### config.mk
export PLATFORM = sky130hd
export DESIGN_NAME = soc_now_io_bank
export DESIGN_NICKNAME = d
export VERILOG_FILES = /design/src/rtl/soc_now_io_pkg.sv /design/src/rtl/soc_now_io_sync.sv /design/src/rtl/soc_now_io_bank.sv
export SDC_FILE = /design/constraint.sdc
export NUM_CORES = 1
export LEC_CHECK = 0
export ABC_AREA = 1
export ABC_CLOCK_PERIOD_IN_PS = 7750
export CAP_MARGIN = 20
export CELL_PAD_IN_SITES_DETAIL_PLACEMENT = 1
export CELL_PAD_IN_SITES_GLOBAL_PLACEMENT = 1
export CORE_MARGIN = 3
export CORE_UTILIZATION = 35
export CTS_CLUSTER_SIZE = 20
export DETAILED_ROUTE_END_ITERATION = 12
export HOLD_SLACK_MARGIN = 0.05
export PLACE_DENSITY = 0.84
export SLEW_MARGIN = 20
export SYNTH_ARGS = -nofsm -noshare
export SYNTH_HDL_FRONTEND = slang
export SYNTH_HIERARCHICAL = 1
export SYNTH_SLANG_ARGS = --single-unit
### constraint.sdc
create_clock -name wb_clk_i -period 7.75 [get_ports wb_clk_i]
set_clock_uncertainty 0.15 [all_clocks]
set_input_delay 1.1625 -clock wb_clk_i [delete_from_list [all_inputs] [get_ports wb_clk_i]]
set_output_delay 1.1625 -clock wb_clk_i [all_outputs]
set_load 0.005 [all_outputs]
### src/rtl/soc_now_io_pkg.sv
// Shared constants and helpers for the soc_now_io GPIO bank: register offsets
// within the Wishbone window and a masked-merge function used for byte writes.
package soc_now_io_pkg;

  localparam int unsigned NUM_IO_MAX  = 64;
  localparam int unsigned WB_WIN_BITS = 8;

  localparam logic [WB_WIN_BITS-1:0] OFF_OUT_LO     = 8'h00;
  localparam logic [WB_WIN_BITS-1:0] OFF_OUT_HI     = 8'h04;
  localparam logic [WB_WIN_BITS-1:0] OFF_OEB_LO     = 8'h08;
  localparam logic [WB_WIN_BITS-1:0] OFF_OEB_HI     = 8'h0C;
  localparam logic [WB_WIN_BITS-1:0] OFF_IN_LO      = 8'h10;
  localparam logic [WB_WIN_BITS-1:0] OFF_IN_HI      = 8'h14;
  localparam logic [WB_WIN_BITS-1:0] OFF_RISE_EN_LO = 8'h18;
  localparam logic [WB_WIN_BITS-1:0] OFF_RISE_EN_HI = 8'h1C;
  localparam logic [WB_WIN_BITS-1:0] OFF_FALL_EN_LO = 8'h20;
  localparam logic [WB_WIN_BITS-1:0] OFF_FALL_EN_HI = 8'h24;
  localparam logic [WB_WIN_BITS-1:0] OFF_STAT_LO    = 8'h28;
  localparam logic [WB_WIN_BITS-1:0] OFF_STAT_HI    = 8'h2C;

  // Replace the bits of cur selected by mask with the matching bits of wd.
  function automatic logic [NUM_IO_MAX-1:0] merge64(input logic [NUM_IO_MAX-1:0] cur,
                                                   input logic [NUM_IO_MAX-1:0] wd,
                                                   input logic [NUM_IO_MAX-1:0] mask);
    return (cur & ~mask) | (wd & mask);
  endfunction

endpackage

### src/rtl/soc_now_io_sync.sv
// Two-flop pad-input synchroniser with a previous-value register; emits the
// synchronised value plus single-cycle rise/fall pulses.
module soc_now_io_sync #(
  parameter int unsigned WIDTH = 1
) (
  input  logic             clk_i,
  input  logic             rst_i,
  input  logic [WIDTH-1:0] d_i,
  output logic [WIDTH-1:0] sync_o,
  output logic [WIDTH-1:0] rise_o,
  output logic [WIDTH-1:0] fall_o
);

  logic [WIDTH-1:0] meta_q;
  logic [WIDTH-1:0] sync_q;
  logic [WIDTH-1:0] prev_q;

  always_ff @(posedge clk_i or posedge rst_i) begin
    if (rst_i) begin
      meta_q <= '0;
      sync_q <= '0;
      prev_q <= '0;
    end else begin
      meta_q <= d_i;
      sync_q <= meta_q;
      prev_q <= sync_q;
    end
  end

  assign sync_o = sync_q;
  assign rise_o = sync_q & ~prev_q;
  assign fall_o = ~sync_q & prev_q;

endmodule

### src/rtl/soc_now_io_bank.sv
// Wishbone-slave GPIO bank owning the user pads: OUT/OEB registers, synchronised
// input readback and edge interrupts. `SOC_NOW_IO_LA_OVR_EN adds logic-analyser pad override.
module soc_now_io_bank
  import soc_now_io_pkg::*;
#(
  parameter int unsigned NUM_IO    = 38,
  parameter logic [31:0] BASE_ADDR = 32'h3000_0000,
  parameter int unsigned IRQ_IDX   = 0
) (
  input  logic              wb_clk_i,
  input  logic              wb_rst_i,
  input  logic              wbs_cyc_i,
  input  logic              wbs_stb_i,
  input  logic              wbs_we_i,
  input  logic [3:0]        wbs_sel_i,
  input  logic [31:0]       wbs_adr_i,
  input  logic [31:0]       wbs_dat_i,
  output logic              wbs_ack_o,
  output logic [31:0]       wbs_dat_o,
  input  logic [NUM_IO-1:0] io_in,
  output logic [NUM_IO-1:0] io_out,
  output logic [NUM_IO-1:0] io_oeb,
  input  logic [NUM_IO-1:0] la_data_in,
  input  logic [NUM_IO-1:0] la_oenb,
  output logic [2:0]        user_irq
);

  logic [NUM_IO-1:0] out_q, out_d;
  logic [NUM_IO-1:0] oeb_q, oeb_d;
  logic [NUM_IO-1:0] rise_en_q, rise_en_d;
  logic [NUM_IO-1:0] fall_en_q, fall_en_d;
  logic [NUM_IO-1:0] stat_q, stat_d;
  logic              ack_q, ack_d;
  logic [31:0]       dat_q, dat_d;
  logic              irq_q, irq_d;

  logic [NUM_IO-1:0] in_sync, in_rise, in_fall;

  logic [WB_WIN_BITS-1:0] offset;
  logic                   hit, acc, wr;
  logic [31:0]            byte_mask, rd_data;
  logic [63:0]            wdata64, lo_mask, hi_mask;
  logic [63:0]            out_x, oeb_x, in_x, rise_x, fall_x, stat_x;
  logic [63:0]            wm_out, wm_oeb, wm_rise, wm_fall, wm_stat;

  soc_now_io_sync #(.WIDTH(NUM_IO)) u_sync (
    .clk_i  (wb_clk_i),
    .rst_i  (wb_rst_i),
    .d_i    (io_in),
    .sync_o (in_sync),
    .rise_o (in_rise),
    .fall_o (in_fall)
  );

  // Address decode, read mux and per-register write masks.
  always_comb begin
    offset    = wbs_adr_i[WB_WIN_BITS-1:0];
    hit       = (wbs_adr_i[31:WB_WIN_BITS] == BASE_ADDR[31:WB_WIN_BITS]);
    acc       = wbs_cyc_i & wbs_stb_i & ~ack_q & hit;
    wr        = acc & wbs_we_i;
    byte_mask = {{8{wbs_sel_i[3]}}, {8{wbs_sel_i[2]}}, {8{wbs_sel_i[1]}}, {8{wbs_sel_i[0]}}};
    lo_mask   = wr ? {32'h0, byte_mask} : 64'h0;
    hi_mask   = wr ? {byte_mask, 32'h0} : 64'h0;
    wdata64   = {wbs_dat_i, wbs_dat_i};
    out_x     = 64'(out_q);
    oeb_x     = 64'(oeb_q);
    in_x      = 64'(in_sync);
    rise_x    = 64'(rise_en_q);
    fall_x    = 64'(fall_en_q);
    stat_x    = 64'(stat_q);
    wm_out    = 64'h0;
    wm_oeb    = 64'h0;
    wm_rise   = 64'h0;
    wm_fall   = 64'h0;
    wm_stat   = 64'h0;
    rd_data   = 32'h0;
    case (offset)
      OFF_OUT_LO:     begin wm_out  = lo_mask; rd_data = out_x[31:0];   end
      OFF_OUT_HI:     begin wm_out  = hi_mask; rd_data = out_x[63:32];  end
      OFF_OEB_LO:     begin wm_oeb  = lo_mask; rd_data = oeb_x[31:0];   end
      OFF_OEB_HI:     begin wm_oeb  = hi_mask; rd_data = oeb_x[63:32];  end
      OFF_IN_LO:      rd_data = in_x[31:0];
      OFF_IN_HI:      rd_data = in_x[63:32];
      OFF_RISE_EN_LO: begin wm_rise = lo_mask; rd_data = rise_x[31:0];  end
      OFF_RISE_EN_HI: begin wm_rise = hi_mask; rd_data = rise_x[63:32]; end
      OFF_FALL_EN_LO: begin wm_fall = lo_mask; rd_data = fall_x[31:0];  end
      OFF_FALL_EN_HI: begin wm_fall = hi_mask; rd_data = fall_x[63:32]; end
      OFF_STAT_LO:    begin wm_stat = lo_mask; rd_data = stat_x[31:0];  end
      OFF_STAT_HI:    begin wm_stat = hi_mask; rd_data = stat_x[63:32]; end
      default:        ;
    endcase

    out_d     = NUM_IO'(merge64(out_x, wdata64, wm_out));
    oeb_d     = NUM_IO'(merge64(oeb_x, wdata64, wm_oeb));
    rise_en_d = NUM_IO'(merge64(rise_x, wdata64, wm_rise));
    fall_en_d = NUM_IO'(merge64(fall_x, wdata64, wm_fall));
    // New edge events are OR-ed in after the W1C clear so a coincident set wins.
    stat_d    = NUM_IO'(stat_x & ~(wdata64 & wm_stat))
              | (in_rise & rise_en_q) | (in_fall & fall_en_q);
    ack_d     = acc;
    dat_d     = (acc & ~wbs_we_i) ? rd_data : 32'h0;
    irq_d     = |stat_q;
  end

  always_ff @(posedge wb_clk_i or posedge wb_rst_i) begin
    if (wb_rst_i) begin
      out_q     <= '0;
      oeb_q     <= '1;
      rise_en_q <= '0;
      fall_en_q <= '0;
      stat_q    <= '0;
      ack_q     <= 1'b0;
      dat_q     <= 32'h0;
      irq_q     <= 1'b0;
    end else begin
      out_q     <= out_d;
      oeb_q     <= oeb_d;
      rise_en_q <= rise_en_d;
      fall_en_q <= fall_en_d;
      stat_q    <= stat_d;
      ack_q     <= ack_d;
      dat_q     <= dat_d;
      irq_q     <= irq_d;
    end
  end

  assign wbs_ack_o = ack_q;
  assign wbs_dat_o = dat_q;
  assign user_irq  = 3'(irq_q) << IRQ_IDX;

`ifdef SOC_NOW_IO_LA_OVR_EN
  // A pad whose la_oenb bit is low is driven from the logic analyser.
  assign io_out = (out_q & la_oenb) | (la_data_in & ~la_oenb);
  assign io_oeb = oeb_q & la_oenb;
`else
  logic unused_la;
  assign unused_la = ^{la_data_in, la_oenb};
  assign io_out    = out_q;
  assign io_oeb    = oeb_q;
`endif

endmodule

# After elaboration in Yosys (flattened, before gate mapping)
# Cells that the tools add are included.
totals:
  output_inout_bits: 112
  in_bits: 187
  wordCells: 68
  regBits: 338
classes:
  n_reduce_logical: 2
  muxes: 9
  n_eq_ne: 12
  n_bitwise: 34
ops:
  columns: ["operator", "count"]
  rows:
  - ["$and A38 B38 Y38", 14]
  - ["$pmux W32 S12", 1]
  - ["$pmux W38 S2", 5]
  - ["$not A38 Y38", 7]
  - ["$or A38 B38 Y38", 6]
  - ["$mux W32", 2]
  - ["$mux W38", 1]
  - ["$reduce_or A38 Y1", 1]
  - ["$eq A8 B5 Y1 const B", 4]
  - ["$eq A8 B6 Y1 const B", 4]
  - ["$eq A24 B22 Y1 const B", 1]
  - ["$eq A8 B4 Y1 const B", 2]
  - ["$eq A8 B3 Y1 const B", 1]
  - ["$logic_not A8 Y1", 1]
  - ["$and A1 B1 Y1", 5]
  - ["$not A1 Y1", 2]

# Logic depth before layout (Yosys ltp)
# Gate-level depths: netlist of the first run.
logic_depth:
  ltp_word: 11
  depth_mapped: 12
  ltp_nobuf: 11

# Modules after synthesis
# Netlist of the first run, hierarchy kept.
by_module_without_submodules:
  columns: ["mod", "seq_area_each_um2", "instances", "cells_each", "area_each_um2"]
  rows:
  - ["soc_now_io_bank", 5652.9, 1, 1529, 11466.0]
  - ["soc_now_io_sync", 2852.7, 1, 267, 3427.0]

# Worst setup path after synthesis of the first run
# OpenSTA, ideal clock, no wires.
synth_path:
  path_type: "input to register"
  from: "input wbs_adr_i[7]"
  to: "register (tool-made name)"
  setup_slack_ps: 5123
  path_buffers: 0
  cell_stages: 6
  required_ps: 7482
  t_arrival_ps: 2359
  setup_time_ps: 118
  path_cell_list: "nor2_1 -> nand3_1 -> nor3_1 -> nand3_1 -> nand2_1 -> nand2_1"
synth_rtl:
  columns: ["item", "line", "source"]
  rows:
  - ["start: declaration", "soc_now_io_bank.sv:16", "input logic [31:0] wbs_adr_i,"]

==> results.cfg, run 1 <==
[setup_path]
crit_start = wbs_adr_i[28]
r2r-start = wbs_ack_o
required_ps = 8040
crit_fanout = 75
start_kind = input pin
criticalPathCategory = in2reg
worstPathArrival_ps = 4520
worstSetupEndpointType = register
ff2ff_setup_slack_ps = 4380

[cts]
hold_buffers = 0
clkSinkCount = 338
cts_buffer_depth = 3
clk_pin_slew_worst_paths_ps = 60
worst_skew_pair.late_latency_ps = 560
cts_tree = built
cts_buffers = 39
cts-root-buf = clkbuf_16
cts_setup_buffers = 0
htree_levels = 2
ctsResizeCount = 0

[sta]
rsz0062_at_grt = no
hold_violations = 0
relSlewSlack = 0.301
fin_crit_sh = 0.547
setup_slack_ps = 3510
timing.fmax_ghz = 0.236
setup_viol = 0
setup-tns-final_ps = 0
final_max_slew_viol_count = 0
fin_crit_ps = 4240
worst_pin_slew_ps = 1050

[logic_synthesis]
syn-mean-instance-area_um2 = 8.29
synthDistinctLibCells = 19
yosys_warnings = 6
synth_area_mm2 = 0.0149
synth_area_leader_cell = dfrtp_1
synth_seq_cells = 338
synth_area_leaders = dfrtp_1 (50%), nand2_1 (17%), nand4_1 (9.2%), dfstp_2 (6.7%), nor2_1 (5.1%)
ys_seq_area_frac = 0.571
synth_cells = 1796
yosysTopAreaCellShare = 0.504

[die]
die_w_um = 212
ios = 299
rows = 74
die_h_um = 212
core-area_mm2 = 0.0414
die-area_mm2 = 0.0451
initial_core_util = 0.360

[route]
ant_nets = 0
drt-initial-drc-count = 978
drcViolationCount = 0
wl_per_cell_um = 20.4
routed_wl_um = 52000
dr.pass1.iters = 5
route.vias.total = 13747
vias_per_cell = 5.40

[power]
p_sw_uw = 892
power.share.sequential = 0.481
p_int_uw = 2890
p_leak_uw = 0.00896
swShare = 0.236
cellPowerDensity_mw_per_mm2 = 201
clockPowerShare = 0.472
peakVddDrop_uv = 120
comb_power_share = 0.047
power_uw = 3780

[place]
hpwl_um = 34200
place_inst = 2470
place.gp.congestion = 0.877
post-place-ws_ps = 2920
numPortBuffers = 220

[hold_path]
hp-class = reg2reg
worstHoldStart = u_sync/meta_q[8]

[cells_and_area]
fin_util = 0.454
nNetsFinal = 2167
areaGrowthSynthToFinish_pct = 26.2
instances_no_fill = 2544
drive_gt1_frac = 0.0656

[grt]
grt_max_degree = 81
antenna_found_initial = 3
grt_pass1_vias = 14804
grtUsageTotal = 0.231
grt_pass1_wl_um = 82200
overflow = 0

[status]
outcome = completed

[flow_run]
cap_violations = 0
cell usage after synthesis:
| cell | n |
|---|---|
| nand2_1 | 677 |
| dfrtp_1 | 300 |
| nand4_1 | 220 |
| nor2_1 | 202 |
| inv_1 | 153 |
| clkbuf_1 | 49 |
| nand3_1 | 46 |
| buf_2 | 40 |
| a22o_1 | 38 |
| dfstp_2 | 38 |
| nor4_1 | 9 |
| buf_1 | 6 |
| nor3_1 | 6 |
| o21ai_0 | 4 |
| buf_4 | 3 |
| o22ai_1 | 2 |
| conb_1 | 1 |
| nor2_2 | 1 |
| nor3_4 | 1 |
worst max-delay path, stage by stage:
cell and delay, ps:
clkdlybuf4s50_1 500, nand2_1 60, inv_1 60, nand2_1 50
nor2_1 80, nand3_1 170, nor3_4 680, buf_4 770
nand3_1 630, nand2_1 230, nand2_1 80
stage by stage:
step,hold WS (ps),area (um^2)
2_1_floorplan,181,14900
3_3_place_gp,184,17500
3_5_place_dp,186,17500
4_1_cts,196,18800
5_1_grt,201,18800
6_report,194,18800
per-layer routing:
metal,vias to the layer above,routed length [um],track usage
li1,6208,-,-
met1,7008,22200,0.302
met2,421,25300,0.389
met3,106,2890,0.0388
met4,4,1540,0.0821
met5,-,24,0
power by group through the flow:
stage / registers, uW / logic [uW] / clock network (uW)
floorplan: 1840 / 73.6 / 0
global placement: 1850 / 172 / 0
detailed placement: 1850 / 177 / 0
CTS: 1820 / 179 / 1830
global route: 1820 / 195 / 1900
finish: 1820 / 178 / 1790
area by class of cell:
cell class / count / area [um^2]
Fill cell: 4899 / 22600
Sequential cell: 338 / 8510
Multi-Input combinational cell: 1208 / 5430
Timing Repair Buffer: 240 / 2370
Clock buffer: 58 / 1150
Tap cell: 532 / 666
Inverter: 153 / 587
Clock inverter: 14 / 87.6
Antenna cell: 1 / 2.50
cells in the final DEF (no fill, tap or decap), types with 2 or more instances in the layout:
cell / count
clkbuf_1: 10
clkdlybuf4s50_1: 218
nor4_1: 9
nand2_1: 677
buf_4: 18
dfrtp_1: 300
conb_1: 2
nand3_1: 46
inv_6: 2
buf_2: 2
clkbuf_16: 40
clkinv_2: 11
o21ai_0: 4
nand4_1: 220
dfstp_2: 38
nor3_1: 6
inv_1: 151
nor2_1: 196
o22ai_1: 2
clkbuf_8: 8
nor2_4: 6
a22o_1: 38
cell families (layout without fill, tap and decap cells):
family | Yosys count | in the layout | synth area share
AOI/OAI and AO/OA | 44 | 44 | 0.0245
buffers and inverters | 251 | 465 | 0.0674
DFF | 338 | 338 | 0.571
other | 1 | 3 | 0.000252
and+or+nand+nor | 1162 | 1162 | 0.337
path summary, 6_finish.rpt:
path                                         end  cells past startpoint
worst max-delay path                    register                     11
worst min-delay path            u_sync/sync_o[8]                      0
worst max register to register          register                      7
worst min register to register  u_sync/sync_o[8]                      0
max in group asynchronous          wbs_dat_o[31]                      3
min in group asynchronous       u_sync/meta_q[3]                      2
Note: power is estimated with default switching activity, not from simulation.
==> run 2: changes to the inputs <==
--- a/config.mk
+++ b/config.mk
@@ -6,7 +6,7 @@
 export NUM_CORES = 1
 export LEC_CHECK = 0
 export ABC_AREA = 1
-export ABC_CLOCK_PERIOD_IN_PS = 7750
+export ABC_CLOCK_PERIOD_IN_PS = 3700
 export CAP_MARGIN = 20
 export CELL_PAD_IN_SITES_DETAIL_PLACEMENT = 1
 export CELL_PAD_IN_SITES_GLOBAL_PLACEMENT = 1
==> constraint.sdc (replaced) <==
create_clock -name wb_clk_i -period 3.7 [get_ports wb_clk_i]
set_clock_uncertainty 0.15 [all_clocks]
set_input_delay 0.555 -clock wb_clk_i [delete_from_list [all_inputs] [get_ports wb_clk_i]]
set_output_delay 0.555 -clock wb_clk_i [all_outputs]
set_load 0.005 [all_outputs]
==> run 2 against run 1 <==
Against the previous run: sequential share of layout area fell by 0.89 points; first-iteration DRC count shrank 1.8%; sequential cell count is the same; sequential power rose by 110%; critical path type unchanged; routed wire length grew 1.4%; register-to-register slack got worse by 3100 ps.
==> results.cfg, run 2 (same netlist as run 1, synthesis figures left out) <==
[setup_path]
ff2ff_setup_slack_ps = 1320
r2r-start = wbs_ack_o
start_kind = input pin
crit_path_top_delay_cell = clkdlybuf4s50_1
worst-r2r-cell-count = 8
required_ps = 4020
cp_cell_sequence = clkdlybuf4s50_1 -> nor2_1 -> nand3_1 -> inv_1 -> nand2_1 -> o21ai_0 -> nor2_1 -> nand2_1 -> nand2_1 -> buf_12 -> nor2_1
worstPathArrival_ps = 2930
criticalPathCategory = in2reg
max_stage_delay_ps = 400
crit_start = wbs_adr_i[7]
crit_fanout = 26
worstSetupEndpointType = register

[sta]
hold_violations = 0
timing.fmax_ghz = 0.383
fin_crit_ps = 2610
relSlewSlack = 0.517
fin_crit_sh = 0.706
setup-tns-final_ps = 0
worst_pin_slew_ps = 718
rsz0062_at_grt = no
setup_viol = 0
final_max_slew_viol_count = 0

[route]
drcViolationCount = 0
drt-initial-drc-count = 960
ant_nets = 0
dr.pass1.iters = 5
route.vias.total = 13840
vias_per_cell = 5.38
routed_wl_um = 52700
wl_per_cell_um = 20.5

[hold_path]
worstHoldStart = u_sync/meta_q[28]
hold_end = u_sync/sync_o[28]
hp-class = reg2reg
hold_depth = 0

[die]
rows = 74
die-area_mm2 = 0.0451
ios = 299
die_w_um = 212
die_h_um = 212
initial_core_util = 0.360
core-area_mm2 = 0.0414

[grt]
grtUsageTotal = 0.235
antenna_found_initial = 3
grt_pass1_vias = 14989
overflow = 0
grt_pass1_wl_um = 83300
grt_max_degree = 104

[place]
place.gp.congestion = 0.886
numPortBuffers = 220
place_inst = 2498
hpwl_um = 35900

[cts]
clkSinkCount = 338
cts-root-buf = clkbuf_16
clk_pin_slew_worst_paths_ps = 60
cts_tree = built
ctsResizeCount = 0
worst_skew_pair.late_latency_ps = 560
cts_buffer_depth = 3
cts_setup_buffers = 0
htree_levels = 2
cts_buffers = 40
hold_buffers = 0

[cells_and_area]
instances_no_fill = 2573
drive_gt1_frac = 0.0760
layout_common_cells = nand2_1 (677), dfrtp_1 (300), nand4_1 (220), clkdlybuf4s50_1 (219), nor2_1 (196)
final_common_cell = nand2_1
nNetsFinal = 2195
ff_latch_area_mm2 = 0.00851
multi_input_area_mm2 = 0.00543
fillCellCount = 4889
areaGrowthSynthToFinish_pct = 28.7

[power]
cellPowerDensity_mw_per_mm2 = 424
peakVddDrop_uv = 288
p_leak_uw = 0.00914

[flow_run]
cap_violations = 0

[status]
outcome = completed
-- run 2: final cells by class --
type,instances,share of cell area
Tap cell,532,0.0347
Clock inverter,15,0.00907
Inverter,153,0.0303
Multi-Input combinational cell,1208,0.283
Timing Repair Buffer,267,0.140
Clock buffer,58,0.0584
Sequential cell,338,0.444
Antenna cell,2,0.000261
-- run 2: metal layers --
layer / global-route usage / routed length (um) / part of all wire
met2: 0.396 / 25600 / 0.49
met3: 0.0370 / 3040 / 0.058
met4: 0.0897 / 1810 / 0.034
met1: 0.305 / 22300 / 0.42
met5: 0 / 23 / 0.00044
-- run 2: worst max-delay path: cells and delay by family --
kind | cells | cell delay [ps]
and+or+nand+nor | 7 | 1170
buffers and inverters | 3 | 1050
AOI/OAI and AO/OA | 1 | 140
-- run 2: per-stage QoR --
step           setup WS, ps  power, uW   util  hold WS [ps]  instance area, um^2
2_1_floorplan           102       4010      -           181                14900
3_3_place_gp            587       4240  0.432           185                17900
4_1_cts                1110       8220  0.463           193                19200
5_1_grt                 870       8420  0.463           197                19200
6_report               1090       8120  0.463           194                19200
3_5_place_dp            527       4260  0.432           186                17900
-- run 2: where the power goes --
| group | switching [uW] | internal, uW |
|---|---|---|
| Combinational | 241 | 145 |
| Clock | 1600 | 2330 |
| Sequential | 44.5 | 3760 |
| Total | 1880 | 6240 |
-- run 2: how the worst max path moves through the flow --
| stage | to | cells after the start | slack, ps |
|---|---|---|---|
| after floorplan | asynchronous set/reset pin | 1 | 100 |
| after global placement | register | 12 | 590 |
| after detailed placement | register | 12 | 530 |
| after CTS | register | 12 | 1110 |
| after global routing | wbs_dat_o[30] | 11 | 870 |
| final | wbs_dat_o[30] | 11 | 1090 |
